===== config.mk =====
export PLATFORM = sky130hd
export DESIGN_NAME = fir_adder_arbiter
export DESIGN_NICKNAME = d
export VERILOG_FILES = /design/src/rtl/fir_adder_arbiter.sv
export SDC_FILE = /design/constraint.sdc
export NUM_CORES = 1
export LEC_CHECK = 0
export ABC_CLOCK_PERIOD_IN_PS = 8300
export CORE_MARGIN = 5
export CORE_UTILIZATION = 25
export DETAILED_ROUTE_END_ITERATION = 8
export GPL_TIMING_DRIVEN = 1
export PLACE_DENSITY = 0.55
export SLEW_MARGIN = 25
export SYNTH_ARGS = -nofsm -noshare
export SYNTH_HDL_FRONTEND = slang
export SYNTH_SLANG_ARGS = --single-unit

===== constraint.sdc =====
create_clock -name clk -period 8.3 [get_ports clk]
set_clock_uncertainty 0.05 [all_clocks]
set_input_delay 0.83 -clock clk [delete_from_list [all_inputs] [get_ports clk]]
set_output_delay 0.83 -clock clk [all_outputs]
set_load 0.02 [all_outputs]

===== src/rtl/fir_adder_arbiter.sv =====
// Round-robin arbiter sharing one W-bit XOR/MUX ripple-carry adder between N requesters.
// Define FIR_ADDER_ARB_SAT_EN for signed saturation with an rsp_ovf flag.
module fir_adder_arbiter #(
    parameter int N       = 4,
    parameter int W       = 32,
    parameter int ADD_LAT = 2
) (
    input  logic                 clk,
    input  logic                 rst_n,
    input  logic [N-1:0]         req,
    input  logic [N*W-1:0]       a_flat,
    input  logic [N*W-1:0]       b_flat,
    output logic [N-1:0]         gnt,
    output logic                 busy,
    output logic                 rsp_valid,
    input  logic                 rsp_ready,
    output logic [W-1:0]         rsp_sum,
    output logic                 rsp_cout,
`ifdef FIR_ADDER_ARB_SAT_EN
    output logic                 rsp_ovf,
`endif
    output logic [$clog2(N)-1:0] rsp_id
);

    localparam int IDW = $clog2(N);
    localparam int CW  = (ADD_LAT > 1) ? $clog2(ADD_LAT) : 1;

    typedef enum logic [1:0] {S_IDLE, S_BUSY, S_DONE} state_t;

    state_t         state_q, state_d;
    logic [IDW-1:0] rr_q, rr_d;
    logic [CW-1:0]  cnt_q, cnt_d;
    logic [W-1:0]   op_a_q, op_a_d, op_b_q, op_b_d;
    logic [IDW-1:0] id_q, id_d;
    logic           rsp_valid_q, rsp_valid_d;
    logic [W-1:0]   rsp_sum_q, rsp_sum_d;
    logic           rsp_cout_q, rsp_cout_d;
    logic [IDW-1:0] rsp_id_q, rsp_id_d;
    logic           rsp_ovf_q, rsp_ovf_d;

    logic           win_found;
    logic [IDW-1:0] win_idx, cand;
    logic [W-1:0]   add_sum, sum_res;
    logic           add_cout, carry, prop, ovf;

    // Rotating priority: first set request at or above the pointer, wrapping.
    always_comb begin
        win_found = 1'b0;
        win_idx   = '0;
        cand      = '0;
        for (int k = 0; k < N; k++) begin
            cand = IDW'((int'(rr_q) + k) % N);
            if (!win_found && req[cand]) begin
                win_found = 1'b1;
                win_idx   = cand;
            end
        end
    end

    // Shared adder sees only the captured operands, never the live request bus.
    always_comb begin
        add_sum = '0;
        carry   = 1'b0;
        prop    = 1'b0;
        for (int i = 0; i < W; i++) begin
            prop       = op_a_q[i] ^ op_b_q[i];
            add_sum[i] = prop ^ carry;
            carry      = prop ? carry : op_a_q[i];
        end
        add_cout = carry;
    end

    always_comb begin
        ovf     = 1'b0;
        sum_res = add_sum;
`ifdef FIR_ADDER_ARB_SAT_EN
        ovf = (op_a_q[W-1] == op_b_q[W-1]) && (add_sum[W-1] != op_a_q[W-1]);
        if (ovf)
            sum_res = op_a_q[W-1] ? {1'b1, {(W-1){1'b0}}} : {1'b0, {(W-1){1'b1}}};
`endif
    end

    always_comb begin
        state_d     = state_q;
        rr_d        = rr_q;
        cnt_d       = cnt_q;
        op_a_d      = op_a_q;
        op_b_d      = op_b_q;
        id_d        = id_q;
        rsp_valid_d = rsp_valid_q;
        rsp_sum_d   = rsp_sum_q;
        rsp_cout_d  = rsp_cout_q;
        rsp_id_d    = rsp_id_q;
        rsp_ovf_d   = rsp_ovf_q;
        gnt         = '0;
        case (state_q)
            S_IDLE: begin
                if (win_found) begin
                    gnt     = N'(1) << win_idx;
                    op_a_d  = a_flat[int'(win_idx)*W +: W];
                    op_b_d  = b_flat[int'(win_idx)*W +: W];
                    id_d    = win_idx;
                    rr_d    = (win_idx == IDW'(N-1)) ? '0 : win_idx + 1'b1;
                    cnt_d   = CW'(ADD_LAT - 1);
                    state_d = S_BUSY;
                end
            end
            S_BUSY: begin
                if (cnt_q != '0) begin
                    cnt_d = cnt_q - 1'b1;
                end else begin
                    rsp_sum_d   = sum_res;
                    rsp_cout_d  = add_cout;
                    rsp_id_d    = id_q;
                    rsp_ovf_d   = ovf;
                    rsp_valid_d = 1'b1;
                    state_d     = S_DONE;
                end
            end
            S_DONE: begin
                if (rsp_valid_q && rsp_ready) begin
                    rsp_valid_d = 1'b0;
                    rsp_ovf_d   = 1'b0;
                    state_d     = S_IDLE;
                end
            end
            default: state_d = S_IDLE;
        endcase
    end

    always_ff @(posedge clk or negedge rst_n) begin
        if (!rst_n) begin
            state_q     <= S_IDLE;
            rr_q        <= '0;
            cnt_q       <= '0;
            op_a_q      <= '0;
            op_b_q      <= '0;
            id_q        <= '0;
            rsp_valid_q <= 1'b0;
            rsp_sum_q   <= '0;
            rsp_cout_q  <= 1'b0;
            rsp_id_q    <= '0;
            rsp_ovf_q   <= 1'b0;
        end else begin
            state_q     <= state_d;
            rr_q        <= rr_d;
            cnt_q       <= cnt_d;
            op_a_q      <= op_a_d;
            op_b_q      <= op_b_d;
            id_q        <= id_d;
            rsp_valid_q <= rsp_valid_d;
            rsp_sum_q   <= rsp_sum_d;
            rsp_cout_q  <= rsp_cout_d;
            rsp_id_q    <= rsp_id_d;
            rsp_ovf_q   <= rsp_ovf_d;
        end
    end

    assign busy      = (state_q != S_IDLE);
    assign rsp_valid = rsp_valid_q;
    assign rsp_sum   = rsp_sum_q;
    assign rsp_cout  = rsp_cout_q;
    assign rsp_id    = rsp_id_q;
`ifdef FIR_ADDER_ARB_SAT_EN
    assign rsp_ovf   = rsp_ovf_q;
`else
    logic unused_ovf;
    assign unused_ovf = rsp_ovf_q ^ ovf;
`endif

endmodule

[After elaboration in Yosys (flattened, before gate mapping)]
Cells that the tools add are included.
Storage, ports and cells
  flip-flop bits (word level): 107
  input bits: 263
Operators by class
  bitwise gates (word level): 64
  $lt $le $gt $ge: 4
  shift-type cells: 3
  reductions and logical operators: 16
  equality and inequality tests: 6
  $add $sub $neg: 5
  multiplexer cells: 61
Operators by type and width (count)
  $shiftx 128x8->32: 2
  $xor 1x1->1: 63
  $mux 1: 44
  $mux 2: 8
  $lt 2x3->1 const B: 4
  $bmux 1 s2: 4
  $mux 4: 2
  $ne 2x2->1 const B: 3
  $pmux 2 s3: 1
  $reduce_and 2->1: 3
  $reduce_and 3->1: 2
  $reduce_bool 2->1: 3
  $add 2x1->2 const B: 2
  $add 2x2->2 const B: 2
  $eq 2x2->1 const B: 2
  $logic_and 1x1->1: 4
  $pmux 1 s2: 2
  $shl 1x2->4 const A: 1
  $logic_not 1->1: 3
  $eq 2x1->1 const B: 1
  $logic_not 2->1: 1
  $not 1->1: 1
  $sub 1x1->1 const B: 1

[Logic depth before layout (Yosys ltp)]
Gate-level depths: netlist (run 1).
  depth in word-level cells: 33
  gate-level depth with buffers: 15

[Worst setup path before layout (run 1)]
Ideal clock, no wire load.
  path kind: reg-to-reg
  start point: register op_a_q[0]
  end point: register rsp_sum_q[14] (netlist: rsp_sum[14])
  data arrival time: 3.496 ns
  slack: 4.624 ns
  cell stages (with the launch flop): 14
  setup time: 0.130 ns
  required time: 8.120 ns
  path through: dfrtp_1 ha_1 maj3_2 a221o_1 a21oi_4 a21oi_1 nor2b_1 o21bai_1 maj3_2 maj3_2 maj3_2 maj3_1 xnor2_1 o21ai_1
Between the ends
  cells in the longest elaborated chain, start to end: 16
Ends and longest elaborated chain
  from (decl): RTL line 33  | logic [W-1:0] op_a_q, op_a_d, op_b_q, op_b_d;
  from (signal assigned): RTL line 148  | op_a_q <= op_a_d;
  $xor 1x1->1: RTL line 66  | prop = op_a_q[i] ^ op_b_q[i];
  $mux 1 (*) (14 in series): RTL line 68  | carry = prop ? carry : op_a_q[i];
  $xor 1x1->1 (*): RTL line 67  | add_sum[i] = prop ^ carry;
  to (signal assigned): RTL line 152  | rsp_sum_q <= rsp_sum_d;
  to (decl): RTL line 36  | logic [W-1:0] rsp_sum_q, rsp_sum_d;
Mark *: on every way between the ends. The rest lies on a longest branch, timed or not.
A chain may end at the register's enable or synchronous reset.

[Worst setup path after layout (run 1)]
  start point: input port req[3]
  end point: output port gnt[0]
Between the ends
  cells in the longest elaborated chain, start to end: 15
  elaborated cells between the ends (all ways): 25
Ends and longest elaborated chain
  from (decl): RTL line 10  | input logic [N-1:0] req,
  $bmux 1 s2: RTL line 53  | if (!win_found && req[cand]) begin
  $mux 1 (implied by the code): RTL line 53
  $mux 1: RTL line 53
  $logic_not 1->1: RTL line 53
  $logic_and 1x1->1: RTL line 53
  $mux 1: RTL line 53
  $logic_not 1->1: RTL line 53
  $logic_and 1x1->1: RTL line 53
  $mux 1: RTL line 53
  $logic_not 1->1: RTL line 53
  $logic_and 1x1->1: RTL line 53
  $mux 2: RTL line 53
  $shl 1x2->4: RTL line 99  | gnt = N'(1) << win_idx;
  $mux 4 (*): RTL line 98  | if (win_found) begin
  $mux 4 (*): RTL line 96  | case (state_q)
  to (decl): RTL line 13  | output logic [N-1:0] gnt,
Mark *: on every way between the ends. The rest lies on a longest branch, timed or not. The select of a mux whose other input is x is not followed.

==> results of run 1 <==
## Yosys cell counts, types with 2 or more instances
cell type  count
o31ai_1        8
buf_2         10
nand3_1       73
a21oi_1       28
o211ai_1       4
a21o_1         2
o21a_1         4
maj3_2         8
o22ai_1        4
and2_1         7
a31oi_1        6
a211oi_1       9
nand2_1      464
o32a_1         2
clkbuf_1      73
o21ai_0      164
o21bai_1       2
nor4_1         4
xnor2_1       33
nor2b_1        2
dfrtp_1      107
or3_1          2
mux2_2         2
o2111ai_1      2
maj3_1        10
and3_1         2
buf_1          7
or2_2          6
inv_1          8
xor2_1        29
nor2_1        26
o2bb2ai_1      2
a211o_1        2
nand2b_1       3
o21ai_1       12
ha_1           6
## power by group through the flow
stage / clock network (mW) / registers, mW / logic, mW
2_1_floorplan: 0 / 1.06 / 1.86
3_3_place_gp: 0 / 1.18 / 2.58
3_5_place_dp: 0 / 1.19 / 2.60
4_1_cts: 0.442 / 1.18 / 2.61
5_1_grt: 0.458 / 1.23 / 2.92
6_report: 0.426 / 1.19 / 2.57
## sequential cells by signal, summed over array words and instances, names as in the netlist
name       cells
cnt_q          1
rsp_sum       32
rr_q           2
rsp_valid      1
state_q        2
rsp_id         2
rsp_cout       1
op_a_q        32
op_b_q        32
id_q           2
## stage by stage
step	hold slack [ns]	area (um2)	util	worst slack [ns]	power (mW)
CTS	0.4366	11430	0.3651	4.049	4.235
global route	0.4622	11440	0.3652	3.857	4.608
floorplan	0.3886	7879	-	4.624	2.929
global placement	0.4113	11140	0.3559	4.014	3.759
finish	0.4189	11440	0.3652	4.068	4.178
detailed placement	0.4193	11140	0.3559	4.048	3.799
## area by class of cell
cell class / instances / area (um2)
multi-input cells: 951 / 4853
inverters: 8 / 32.53
repair buffers: 310 / 3083
clock inverters: 6 / 47.55
flip-flops and latches: 107 / 2678
clock buffers: 10 / 239.0
well taps: 402 / 503.0
fillers: 3346 / 19880
## routing by layer
layer | global-route usage | vias to the layer above
li1 | - | 4322
met4 | 0.03275 | 0
met5 | 0 | -
met1 | 0.2250 | 3738
met2 | 0.2464 | 224
met3 | 0.03500 | 17
## cells in the final DEF, fill, tap and decap left out, drive strengths merged, types with 3 or more instances in the layout
| master | n |
|---|---|
| a21oi | 30 |
| or2 | 6 |
| o211ai | 4 |
| o31ai | 8 |
| nand2 | 464 |
| dfrtp | 107 |
| a211oi | 10 |
| clkbuf | 10 |
| nor4 | 4 |
| a31oi | 7 |
| nand2b | 3 |
| o21a | 4 |
| xnor2 | 33 |
| o22ai | 4 |
| nand3 | 73 |
| o21ai | 176 |
| ha | 6 |
| buf | 8 |
| maj3 | 18 |
| inv | 11 |
| xor2 | 29 |
| nor2 | 26 |
| clkdlybuf4s50 | 302 |
| and2 | 7 |
## logic make-up after synthesis
family	after synthesis	share of synthesized area
and+or+nand+nor	593	0.3041
muxes	3	0.004129
AOI/OAI and AO/OA	269	0.2011
xor gates and xnor gates	62	0.06892
buffers and inverters	98	0.04828
adders and majority gates	24	0.03367
DFF	107	0.3398
## final timing paths
kind,startpoint,end,slack [ns],cells past startpoint
worst min-delay path,rst_n,op_b_q[10]$_DFFE_PN0P_,0.42,1
max in group asynchronous,rst_n,op_b_q[30]$_DFFE_PN0P_,6.53,2
min in group clk,rsp_sum[6]$_DFFE_PN0P_,rsp_sum[6]$_DFFE_PN0P_,0.43,2
worst max-delay path,req[3],gnt[0],4.07,9
worst min register to register,rsp_sum[6]$_DFFE_PN0P_,rsp_sum[6]$_DFFE_PN0P_,0.43,2
worst max register to register,op_a_q[0]$_DFFE_PN0P_,rsp_sum[29]$_DFFE_PN0P_,4.22,15
## critical path, stage by stage
cell	delay, ns
clkdlybuf4s50_1	0.49
nand2b_1	0.18
a21oi_1	0.13
o21ai_0	0.11
o21a_4	0.24
inv_4	0.42
ha_1	0.22
and2_1	0.11
clkdlybuf4s50_1	0.60
==> out/metrics.yaml, run 1 <==
arrival_ns: 3.35
worst_setup_path_end_kind: "primary output"
grt_usage: 0.1578
min_period_over_period: 0.5098
post_cts_buffers: 0
powerDensity_nw_per_um2: 365.3
fin_nets: 1656
cellLeakagePower_nw: 4.905
ys_seq_area_frac: 0.3398
synth_edf_count: 0
cts_buffers: 9
dp_cells: 1778
first_global_vias: 8292
synth_flop_cell: "dfrtp_1"
clkSinkCount: 107
antenna_found_initial: 0
synthesis.nets: 1425
num_rows: 65
synth_cell_types: 59
path_class: "input pin to primary output"
slew_viol_final: 0
pwr-share-seq: 0.284
worst_slew_pin_slew_ns: 0.9944
outcome: "complete, no violations"
fp.dieArea_um2: 35170
internal_power_mw: 2.108
ant_nets: 0
synth_area_leaders: "dfrtp_1 (34%), nand2_1 (22%), o21ai_0 (10%)"
relSlewSlack: 0.3371
io_buffer_count: 303
drive_gt1_frac: 0.03736
grt_pass1_wl_um: 45180
syn_inst: 1156
synth_area_um2: 7879
drc: 0
cts_tree: "built"
p_sw_frac: 0.4954
worst_hold_path_type: "input pin to async pin"
grt.overflow.total: 0
cts.repair.resized: 0
wl_met2_um: 12330
routed.top_layer: "met4"
synth_seq_cells: 107
gp_congestion: 0.8251
diodes: 0
wl_met3_um: 1661
yosysWarningCount: 0
async_reset_ff_frac: 1.000
hold_buffers: 0
detailedRoute.firstPassIterationCount: 5
area.growth.synth_to_final_pct: 45.15
stdcell_count: 1794
comb_power_share: 0.614
start_kind: "input pin"
setup_viol: 0
fmax_ghz: 0.2363
required_ns: 7.42
die_h_um: 187.5
path_clk_slew_ns: 0.08
wirelength_met1_um: 14210
drtIter0Drc: 481
wl_per_cell_um: 15.89
fin_crit_ns: 4.232
synth_area_leader_cell: "dfrtp_1"
cap_violations: 0
initial_core_util: 0.2516
ioPinCount: 304
vdd_ir_drop_max_uv: 130.9
via_per_inst: 4.627
hpwl_um: 22880
path_max_fanout: 48
final_hold_viol_count: 0
rsz0062_at_grt: "false"
core_area_um2: 31310
clkLatencyLatePin_ns: 0.35
setup_tns_ns: 0
syn_area_per_cell_um2: 6.816
clockRootBuffer: "clkbuf_16"
power_switching_mw: 2.070
route.vias.total: 8301
grt_max_degree: 112
cts_max_level: 3
die_width_um: 187.5
drt_wl_total_um: 28510
clk_path_buf_depth: 2
synth_top_area_share: 0.3398
power.share.clock: 0.102
(Power assumes the default switching activity.)
==> run 2, diff against run 1 <==
- ABC_CLOCK_PERIOD_IN_PS: 8300 -> 3800
- PLACE_DENSITY: 0.55 -> 0.56
- clock period: 8.3 -> 3.8 ns (I/O delays scaled with it)
==> run 2 against run 1 <==
Non-clock buffer count up 47. Setup slack got worse by 4.1 ns. Combinational power rose to 2.5 times the previous value. Cell count up 2.5%. Sequential share of layout area is 0.96 points lower. Register-to-register slack got worse by 4.2 ns. Wire length up 3.9%. Utilization is 1.6 points higher. Global-route usage grew 0.40 points. Critical path type is now flop to flop.
==> out/metrics.yaml, run 2 (synthesized netlist as in run 1, its figures left out) <==
hpwl_um: 23610  # was 22880 um
grt_pass1_wl_um: 45860  # was 45180 um
grt.overflow.total: 0  # unchanged
final_common_cell: "nand2_1"  # unchanged
post-route-util: 0.3808  # was 0.3652
setup_viol: 0  # unchanged
drc: 0  # unchanged
clockRootBuffer: "clkbuf_16"  # unchanged
critPathSlowestCell: "dfrtp_1"  # was clkdlybuf4s50_1
area.growth.synth_to_final_pct: 51.34  # was 45.15%
die_h_um: 187.5  # unchanged
route.vias.total: 8496  # was 8301
fp.dieArea_um2: 35170  # unchanged
die_width_um: 187.5  # unchanged
path_clk_slew_ns: 0.07  # was 0.08 ns
ioPinCount: 304  # unchanged
stdcell_count: 1838  # was 1794
outcome: "complete, no violations"  # unchanged
worst_slew_pin_slew_ns: 0.9413  # was 0.9944 ns
relSlewSlack: 0.3702  # was 0.3371
powerDensity_nw_per_um2: 829.3  # was 365.3 nW/um2
required_ns: 3.95  # was 7.42 ns
diodes: 0  # unchanged
final_hold_viol_count: 0  # unchanged
fmax_ghz: 0.2632
io_buffer_count: 303  # unchanged
drive_gt1_frac: 0.08078  # was 0.03736
worst_hold_path_type: "input pin to async pin"  # unchanged
first_global_vias: 8342  # was 8292
wl_per_cell_um: 16.12  # was 15.89 um
via_per_inst: 4.622  # was 4.627
nFillCells: 3249  # was 3346
worst_setup_path_end_kind: "flop"  # was primary output
antenna_found_initial: 1  # was 0
cts_buffers: 9  # unchanged
drt_wl_total_um: 29630  # was 28510 um
layout_common_cells: "nand2_1 (461), clkdlybuf4s50_1 (302), o21ai_0 (164)"  # was nand2_1 (463), clkdlybuf4s50_1 (302), o21ai_0 (164)
path_max_fanout: 3  # was 48
crit_chain: "buf_6 -> ha_4 -> maj3_2 -> a221o_1 -> a21oi_4 -> buf_4 -> a21oi_2 -> nor2b_1 -> o21bai_4 -> maj3_2 -> maj3_2 -> maj3_2 -> maj3_1 -> xnor2_1 -> o21ai_1"  # was clkdlybuf4s50_1 -> nand2b_1 -> a21oi_1 -> o21ai_0 -> o21a_4 -> inv_4 -> ha_1 -> and2_1 -> clkdlybuf4s50_1
cts_tree: "built"  # unchanged
clk_path_buf_depth: 2  # unchanged
core_area_um2: 31310  # unchanged
grt_max_degree: 129  # was 112
slowest_delay_ns: 0.40  # was 0.60 ns
crit_top_cell: "maj3_2"  # was clkdlybuf4s50_1
fin_crit_ns: 3.800
arrival_ns: 3.95  # was 3.35 ns
num_rows: 65  # unchanged
gp_congestion: 0.8349  # was 0.8251
dp_cells: 1813  # was 1778
cap_violations: 0  # unchanged
rsz0062_at_grt: "true"  # was false
path_class: "flop to flop"  # was input pin to primary output
fin_nets: 1703  # was 1656
cts_max_level: 3  # unchanged
clkLatencyLatePin_ns: 0.35  # about the same
grt_usage: 0.1618  # was 0.1578
initial_core_util: 0.2516  # unchanged
clkSinkCount: 107  # unchanged
min_period_over_period: 0.9999
drtIter0Drc: 470  # was 481
cellLeakagePower_nw: 5.173  # was 4.905 nW
detailedRoute.firstPassIterationCount: 5  # unchanged
ant_nets: 0  # unchanged
vdd_ir_drop_max_uv: 350.6  # was 130.9 uV
slew_viol_final: 0  # unchanged
start_kind: "flop"  # was input pin
[run 2: cell types whose count changed in the layout (fill, tap and decap cells not counted), sizes merged]
cell and change:
bufinv +1, clkinvlp -1, clkinv +1, clkbuf -1
inv -3, buf +47
[run 2: final timing paths]
path	from	slack [ns]	depth (start not counted)	to
max	op_a_q[0]$_DFFE_PN0P_	0.0005	15	rsp_sum[14]$_DFFE_PN0P_
min	rst_n	0.08	1	rsp_sum[8]$_DFFE_PN0P_
max reg2reg	op_a_q[0]$_DFFE_PN0P_	0.0005	15	rsp_sum[14]$_DFFE_PN0P_
min reg2reg	rsp_id[1]$_DFFE_PN0P_	0.42	2	rsp_id[1]$_DFFE_PN0P_
max in group asynchronous	rst_n	2.74	2	rsp_sum[21]$_DFFE_PN0P_
min in group clk	rsp_id[1]$_DFFE_PN0P_	0.42	2	rsp_id[1]$_DFFE_PN0P_
[run 2: through the flow]
stage	cell area (um2)	setup TNS, ns	hold slack (ns)	power [mW]	setup slack [ns]
final	11920	0	0.08192	9.889	0.0004659
after global routing	11920	-0.5004	0.1670	10.80	-0.1333
after CTS	11820	-0.04666	0.1217	9.822	-0.03153
after detailed placement	11460	-0.6048	0.4181	8.767	-0.1735
after global placement	11460	-0.2389	0.4127	8.680	-0.06018
after floorplan	7879	0	0.03441	6.398	0.1240
[run 2: worst max-delay path: cells and delay by family (launching register included)]
family / cells / cell delay (ns)
AOI/OAI and AO/OA: 5 / 0.85
xor gates and xnor gates: 1 / 0.16
adders and majority gates: 6 / 1.78
buffers and inverters: 2 / 0.28
DFF: 1 / 0.40
and+or+nand+nor: 1 / 0.15
[run 2: layout make-up]
class                      count  area [um2]  area share
tap                          402       503.0     0.04218
sequential                   107        2678      0.2246
multi-input combinational    951        4947      0.4149
clock buffer                   9       225.2     0.01889
inverter                       8       32.53    0.002728
timing repair buffer         357        3493      0.2930
clock inverter                 4       45.04    0.003778
[run 2: power by group]
group	switching (mW)	internal, mW
Combinational	3.66	2.89
Clock	0.406	0.497
Sequential	0.704	1.73
Total	4.77	5.12
[run 2: metal layers]
layer,routed length [um],GRT usage,vias to the layer above
met4,476,0.03981,2
met2,13150,0.2530,234
met3,1614,0.03462,26
li1,-,-,4404
met5,13,0,-
met1,14370,0.2286,3830
[run 2: what timing repair did]
action,in CTS,in global routing
endpoints found under the hold margin,0,0
gates cloned,0,0
setup buffers,5,7
pin swaps,14,25
hold buffers,0,0
setup endpoints to repair,6,8
gates resized for setup,10,14
